## config.mk

```make
export PLATFORM = sky130hd
export DESIGN_NAME = aqp_esp_uart_tx_arbiter
export DESIGN_NICKNAME = d
export VERILOG_FILES = /design/src/rtl/aqp_esp_uart_pkg.sv /design/src/rtl/aqp_esp_uart_tx_arbiter_rr_pick.sv /design/src/rtl/aqp_esp_uart_tx_arbiter.sv
export SDC_FILE = /design/constraint.sdc
export NUM_CORES = 1
export LEC_CHECK = 0
export ABC_AREA = 1
export CAP_MARGIN = 40
export CORE_MARGIN = 4
export CORE_UTILIZATION = 30
export CTS_CLUSTER_DIAMETER = 120
export CTS_CLUSTER_SIZE = 40
export DETAILED_ROUTE_END_ITERATION = 8
export GPL_TIMING_DRIVEN = 0
export PLACE_DENSITY = 0.81
export SKIP_LAST_GASP = 1
export SYNTH_ARGS = -nofsm -noshare
export SYNTH_HDL_FRONTEND = slang
export SYNTH_SLANG_ARGS = --single-unit
```

## constraint.sdc

```tcl
create_clock -name clk -period 2.85 [get_ports clk]
set_input_delay 0.57 -clock clk [delete_from_list [all_inputs] [get_ports clk]]
set_output_delay 0.57 -clock clk [all_outputs]
set_load 0.01 [all_outputs]
```

## src/rtl/aqp_esp_uart_pkg.sv

```systemverilog
// Shared definitions for the ESP UART TX path: beat width, arbiter states,
// default idle-owner timeout.
package aqp_esp_uart_pkg;

   localparam int ESP_UART_DATA_W        = 9;
   localparam int ARB_TIMEOUT_CYCLES_DEF = 1023;

   typedef enum logic {
      IDLE = 1'b0,
      OWN  = 1'b1
   } arb_state_e;

endpackage

```

## src/rtl/aqp_esp_uart_tx_arbiter_rr_pick.sv

```systemverilog
// Combinational round-robin picker: returns the first set request bit found
// searching last_i+1, last_i+2, ... modulo N. Reusable by any shared-resource
// arbiter.
module aqp_rr_pick #(
   parameter int N  = 2,
   parameter int IW = $clog2(N)
) (
   input  logic [N-1:0]  req_i,
   input  logic [IW-1:0] last_i,
   output logic          found_o,
   output logic [IW-1:0] idx_o
);

   logic [IW-1:0] cand;

   // Walk candidates from farthest to nearest so the nearest hit wins.
   always_comb begin
      found_o = 1'b0;
      idx_o   = '0;
      cand    = '0;
      for (int k = N; k >= 1; k--) begin
         cand = IW'((int'(last_i) + k) % N);
         if (req_i[cand]) begin
            found_o = 1'b1;
            idx_o   = cand;
         end
      end
   end

endmodule

```

## src/rtl/aqp_esp_uart_tx_arbiter.sv

```systemverilog
// ESP UART TX FIFO write-port arbiter. Grants one requester for a whole
// packet (through its last beat), round-robin between packets. Bit 8 of each
// beat passes through untouched.
// Optional: define AQP_ESP_TX_ARB_TIMEOUT_EN to force release of an owner
// that leaves valid low for TIMEOUT_CYCLES cycles (pulses timeout_err).
module aqp_esp_uart_tx_arbiter
   import aqp_esp_uart_pkg::*;
#(
   parameter int NUM_REQ        = 2,
   parameter int TIMEOUT_CYCLES = ARB_TIMEOUT_CYCLES_DEF
) (
   input  logic                               clk,
   input  logic                               reset,
   input  logic [NUM_REQ*ESP_UART_DATA_W-1:0] req_data,
   input  logic [NUM_REQ-1:0]                 req_valid,
   input  logic [NUM_REQ-1:0]                 req_last,
   output logic [NUM_REQ-1:0]                 req_ready,
   output logic [ESP_UART_DATA_W-1:0]         fifo_wrdata,
   output logic                               fifo_wr_en,
   input  logic                               fifo_full,
   output logic [NUM_REQ-1:0]                 grant,
   output logic                               timeout_err
);

   localparam int IW = $clog2(NUM_REQ);
   localparam int DW = ESP_UART_DATA_W;

   if (NUM_REQ < 2 || NUM_REQ > 8 || TIMEOUT_CYCLES < 1) begin : g_bad_param
      $error("aqp_esp_uart_tx_arbiter: illegal NUM_REQ or TIMEOUT_CYCLES");
   end

   arb_state_e         state_q;
   logic [NUM_REQ-1:0] grant_q;
   logic [IW-1:0]      gidx_q;
   logic [IW-1:0]      rr_last_q;

   logic               pick_found;
   logic [IW-1:0]      pick_idx;
   logic               own_valid;
   logic               own_last;
   logic [DW-1:0]      own_data;
   logic               accept;

   aqp_rr_pick #(
      .N  (NUM_REQ),
      .IW (IW)
   ) u_pick (
      .req_i   (req_valid),
      .last_i  (rr_last_q),
      .found_o (pick_found),
      .idx_o   (pick_idx)
   );

   // Select the current owner's valid/last/data slice.
   always_comb begin
      own_valid = 1'b0;
      own_last  = 1'b0;
      own_data  = '0;
      for (int i = 0; i < NUM_REQ; i++) begin
         if (gidx_q == IW'(i)) begin
            own_valid = req_valid[i];
            own_last  = req_last[i];
            own_data  = req_data[DW*i +: DW];
         end
      end
   end

   assign accept      = (state_q == OWN) & own_valid & ~fifo_full;
   assign fifo_wr_en  = accept;
   assign fifo_wrdata = own_data;
   assign req_ready   = (state_q == OWN && !fifo_full) ? grant_q : '0;
   assign grant       = grant_q;

`ifdef AQP_ESP_TX_ARB_TIMEOUT_EN
   localparam int CW = $clog2(TIMEOUT_CYCLES + 1);

   logic [CW-1:0] idle_cnt_q;
   logic          timeout_err_q;
   logic          expire;

   // Owner has sat with valid low for TIMEOUT_CYCLES cycles including this one.
   assign expire      = (state_q == OWN) & ~own_valid & (idle_cnt_q == CW'(TIMEOUT_CYCLES - 1));
   assign timeout_err = timeout_err_q;
`else
   assign timeout_err = 1'b0;
`endif

   // Arbiter FSM: pick in IDLE, hold ownership until last beat (or timeout).
   always_ff @(posedge clk or posedge reset) begin
      if (reset) begin
         state_q   <= IDLE;
         grant_q   <= '0;
         gidx_q    <= '0;
         rr_last_q <= IW'(NUM_REQ - 1);
`ifdef AQP_ESP_TX_ARB_TIMEOUT_EN
         idle_cnt_q    <= '0;
         timeout_err_q <= 1'b0;
`endif
      end else begin
`ifdef AQP_ESP_TX_ARB_TIMEOUT_EN
         timeout_err_q <= 1'b0;
`endif
         case (state_q)
            IDLE: begin
               if (pick_found) begin
                  grant_q <= {{(NUM_REQ-1){1'b0}}, 1'b1} << pick_idx;
                  gidx_q  <= pick_idx;
                  state_q <= OWN;
`ifdef AQP_ESP_TX_ARB_TIMEOUT_EN
                  idle_cnt_q <= '0;
`endif
               end
            end
            OWN: begin
               if (accept && own_last) begin
                  rr_last_q <= gidx_q;
                  grant_q   <= '0;
                  state_q   <= IDLE;
               end
`ifdef AQP_ESP_TX_ARB_TIMEOUT_EN
               else if (accept) begin
                  idle_cnt_q <= '0;
               end else if (expire) begin
                  rr_last_q     <= gidx_q;
                  grant_q       <= '0;
                  state_q       <= IDLE;
                  timeout_err_q <= 1'b1;
               end else if (!own_valid) begin
                  idle_cnt_q <= idle_cnt_q + 1'b1;
               end
`endif
            end
            default: begin
               state_q <= IDLE;
               grant_q <= '0;
            end
         endcase
      end
   end

endmodule
```

======== Word level (Yosys, flattened, before mapping) ========
Index checks and enable logic that the tools add are counted.
storage, ports and cells
  register bits ........................... 5
  input bits .............................. 25
  word-level logic and storage cells ...... 39
operators by class
  add/subtract/negate cells ............... 2
  $lt $le $gt $ge ......................... 2
  equality and inequality tests ........... 2
  shift-type cells ........................ 1
  mux-type cells .......................... 18
  bitwise operators ....................... 4
  reductions and logical operators ........ 6
operators by type and width
  kind                 number
  $mux 1               12
  $mux 9               1
  $mux 2               3
  $reduce_and 2->1     3
  $lt 1x2->1 const B   2
  $pmux 2 s2           1
  $add 1x1->1 const B  2
  $and 1x1->1          2
  $logic_and 1x1->1    2
  $ne 2x1->1 const B   1
  $ne 2x2->1 const B   1
  $not 1->1            2
  $pmux 1 s2           1
  $shl 1x1->2 const A  1
  $logic_not 1->1      1

======== Logic depth before layout (Yosys ltp) ========
Gate-level depths: netlist (run 1).
  depth after elaboration ................. 8
  mapped depth ............................ 7
  depth with buffers taken out ............ 7

======== Hierarchy ========
Synthesis (run 1) repeated with hierarchy kept, for this count alone.
second synthesis, totals
  cell total of the unflattened synthesis .. 72
  area, all modules ....................... 430.4 um2
by module, submodules not included
  module                   times used  cells each  area an instance (um2)
  aqp_esp_uart_tx_arbiter  1           69          415.4
  aqp_rr_pick              1           3           15.0

======== Least setup slack after synthesis (run 1) ========
OpenSTA, ideal clock, no wires.
  path kind ............................... input to output
  from .................................... in req_valid[1]
  to ...................................... out fifo_wr_en
  arrival time ............................ 1.031 ns
  required time ........................... 2.280 ns
  setup slack ............................. 1.249 ns
  cell stages on the path ................. 3
  buffers on the path ..................... 0
  path through ............................ inv_1 > nand2_1 > nor3b_1
between the ends
  word-level cells in the longest chain between the ends .. 3
ends and longest elaborated chain
  what                      line                           source
  from (decl)               aqp_esp_uart_tx_arbiter.sv:15  input logic [NUM_REQ-1:0] req_valid,
  $mux 1                    aqp_esp_uart_tx_arbiter.sv:60  if (gidx_q == IW'(i)) begin
  $and 1x1->1 (2 in a row)  aqp_esp_uart_tx_arbiter.sv:68  assign accept = (state_q == OWN) & own_valid & ~fifo_full;
  to (decl)                 aqp_esp_uart_tx_arbiter.sv:19  output logic fifo_wr_en,
Every way passes these cells.

======== Worst setup path after layout (run 1) ========
Ends and elaborated chain as after synthesis.

==> results of run 1 <==
-- area by class of cell --
cell class	count	share of cell area
buffer	3	0.0210
clock buffer	4	0.0314
inverter	7	0.0314
multi-input combinational	55	0.287
sequential	5	0.151
tap	15	0.0225
timing repair buffer	38	0.455
-- logic make-up after synthesis --
kind of cell,after synthesis,synth area share
flip-flops,5,0.308
AO/OA/AOI/OAI,3,0.0366
other,1,0.00914
buffers and inverters,10,0.107
AND/OR/NAND/NOR,51,0.540
-- report_power, final --
part           total, mW  switching, mW  internal [mW]
registers          0.136         0.0274          0.109
logic              0.441          0.213          0.228
clock network     0.0795         0.0267         0.0528
-- routing by layer --
metal,part of all wire,up-vias,track usage,routed length (um)
li1,-,288,-,-
met1,0.37,225,0.139,463
met2,0.48,30,0.209,608
met3,0.15,0,0.120,195
met4,0,0,0.0760,0
met5,0,-,0,0
-- layout by cell type, fill, tap and decap left out, drive strengths merged --
cell type,instances
a21oi,1
buf,3
clkbuf,4
clkdlybuf4s50,38
conb,1
dfrtp,4
dfstp,1
inv,7
nand2,42
nand3,3
nor2,5
nor3b,1
o21ai,2
-- worst paths after layout --
kind / start / endpoint / slack (ps) / cells past startpoint
min in group asynchronous: reset / grant[0] / 520 / 2
hold reg to reg: rr_last_q / rr_last_q / 480 / 2
setup reg to reg: gidx_q / grant[0] / 1770 / 6
max in group asynchronous: reset / rr_last_q / 2090 / 2
setup / recovery: req_valid[1] / fifo_wr_en / 320 / 5
hold / removal: rr_last_q / rr_last_q / 480 / 2
-- state kept, by name, indices dropped and copies added, names as in the netlist --
name       count
gidx_q         1
grant          2
rr_last_q      1
state_q        1
-- critical path: cells and delay by family --
kind / cells / cell delay [ps]
AND/OR/NAND/NOR: 2 / 300
buffers and inverters: 3 / 1100
-- per-stage QoR --
stage / utilization / std cells / worst slack [ps] / total power, mW
2_1_floorplan: - / 70 / 1250 / 0.355
3_3_place_gp: 0.622 / 123 / 330 / 0.574
3_5_place_dp: 0.622 / 123 / 329 / 0.582
4_1_cts: 0.642 / 127 / 313 / 0.666
5_1_grt: 0.642 / 127 / 165 / 0.728
6_report: 0.642 / 127 / 315 / 0.657
-- synthesized netlist by cell type --
master   instances  share of area
dfstp_2          1          0.064
buf_4            1          0.018
buf_2            2          0.024
dfrtp_1          4           0.24
nand3_1          2          0.024
nor2_4           1          0.027
nand2_2          1          0.015
conb_1           1         0.0091
nor3b_1          1          0.018
nor2_1           4          0.037
nand2_1         41           0.38
nand3_4          1          0.043
o21ai_1          2          0.024
a21oi_1          1          0.012
inv_1            7          0.064
==> results.txt, run 1 <==
# IOs: 40
layout cell share with drive strength beyond 1: 0.0893
CTS Buf Count: 3
Max IR drop VDD: 0.000399 V
Post-route DRC: 0
Tmin final: 2530 ps
die height: 45.0 um
vias: 543
Req. time, crit path: 2280 ps
Max Buffers Root-to-Sink: 2
CP arrival: 1960 ps
# hold bufs at CTS: 0
# fillers: 133
Hold Path Class: reg2reg
setup TNS: 0 ps
Max-Cap Viols: 0
Layout area overhead: 104%
Yosys cell types: 15
# setup viols final: 0
H-tree levels: 1
multi-input logic area: 240 um2
Seq/Total Area, Yosys: 0.308
status: finished clean
antenna violations before repair: 0
# clock sinks: 5
die footprint: 2020 um2
Final ANT Viol Nets: 0
Initial Util: 0.315
post-CTS setup buffers: 0
Root Driver: clkbuf_4
n_diodes: 0
crit path cell chain: clkdlybuf4s50_1, inv_1, nand2_1, nor3b_1, clkdlybuf4s50_1
crit path kind: in2out
Die Wd: 45.0 um
post-route cell area: 836 um2
Iter 0 DRT Violations: 16
WL final: 1270 um
hpwl dp: 1110 um
Critical Path Fanout Max: 2
PostCTS Resize Cnt: 0
RSZ-0062 raised after global routing: no
DR vias/cell: 4.28
Storage cell area: 126 um2
fmax: 394 MHz
per-cell routed wire length: 9.98 um
hold_ws: 479 ps
Max Slew Vio Count: 0
total grt overflow: 0
Post-Syn Area per Cell: 5.86 um2
clock slew at reported path FFs: 40 ps
CTS tree: built
Tcrit/Tclk final: 0.889
global-route wire length before repair: 2010 um
DRT Pass-1 Iters: 4
CP dominant cell by count: clkdlybuf4s50_1
Total GRT Usage: 0.143
Critical Path Max Stage Delay: 560 ps
Clock Skew: 2.11 ps
Cell Pwr Density: 786 nW/um2
Row Count: 13
Post-DP Area: 810 um2
worst skew pair latency: 240 ps
Ys Warns: 0
Setup crit end kind: primary output
CP Launch Type: primary input
vias in the first global route: 529
PortBufs: 38
core area: 1300 um2
Cell Area, Synth: 410 um2
Crit-path slowest cell: clkdlybuf4s50_1
final-stage net count: 138
Synth Net Count: 95
final hold vios: 0
P_leak: 0.420 nW
Mapped Cells: 70
Placer Congestion: 0.696
largest net degree at the start of global routing: 11
Synth Register Bits: 5
Power figures use the tool's default switching activity.
==> run 2, diff against run 1 <==
==> constraint.sdc (replaced) <==
create_clock -name clk -period 3 [get_ports clk]
set_input_delay 0.6 -clock clk [delete_from_list [all_inputs] [get_ports clk]]
set_output_delay 0.6 -clock clk [all_outputs]
set_load 0.01 [all_outputs]
==> results of run 2 <==
Same layout as run 1 (identical final DEF). Status: finished clean.
Main changes from that run: setup slack after placement 329 ps -> 419 ps; setup slack after layout 315 ps -> 405 ps; register-to-register setup slack 1770 ps -> 1920 ps; total power 0.657 mW -> 0.624 mW; worst IR drop on VDD 0.000399 V -> 0.000379 V
==> run 3, diff against run 2 <==
--- a/config.mk
+++ b/config.mk
@@ -6,6 +6,7 @@
 export NUM_CORES = 1
 export LEC_CHECK = 0
 export ABC_AREA = 1
+export ABC_CLOCK_PERIOD_IN_PS = 3000
 export CAP_MARGIN = 40
 export CORE_MARGIN = 4
 export CORE_UTILIZATION = 30
@@ -14,7 +15,7 @@
 export DETAILED_ROUTE_END_ITERATION = 8
 export GPL_TIMING_DRIVEN = 0
 export PLACE_DENSITY = 0.81
-export SKIP_LAST_GASP = 1
+export SKIP_CTS_REPAIR_TIMING = 1
 export SYNTH_ARGS = -nofsm -noshare
 export SYNTH_HDL_FRONTEND = slang
 export SYNTH_SLANG_ARGS = --single-unit
==> results of run 3 <==
Same layout as run 1 (identical final DEF). Status: finished clean.
Main changes from that run: setup slack after placement 329 ps -> 419 ps; setup slack after layout 315 ps -> 405 ps; register-to-register setup slack 1770 ps -> 1920 ps; total power 0.657 mW -> 0.624 mW; worst IR drop on VDD 0.000399 V -> 0.000379 V
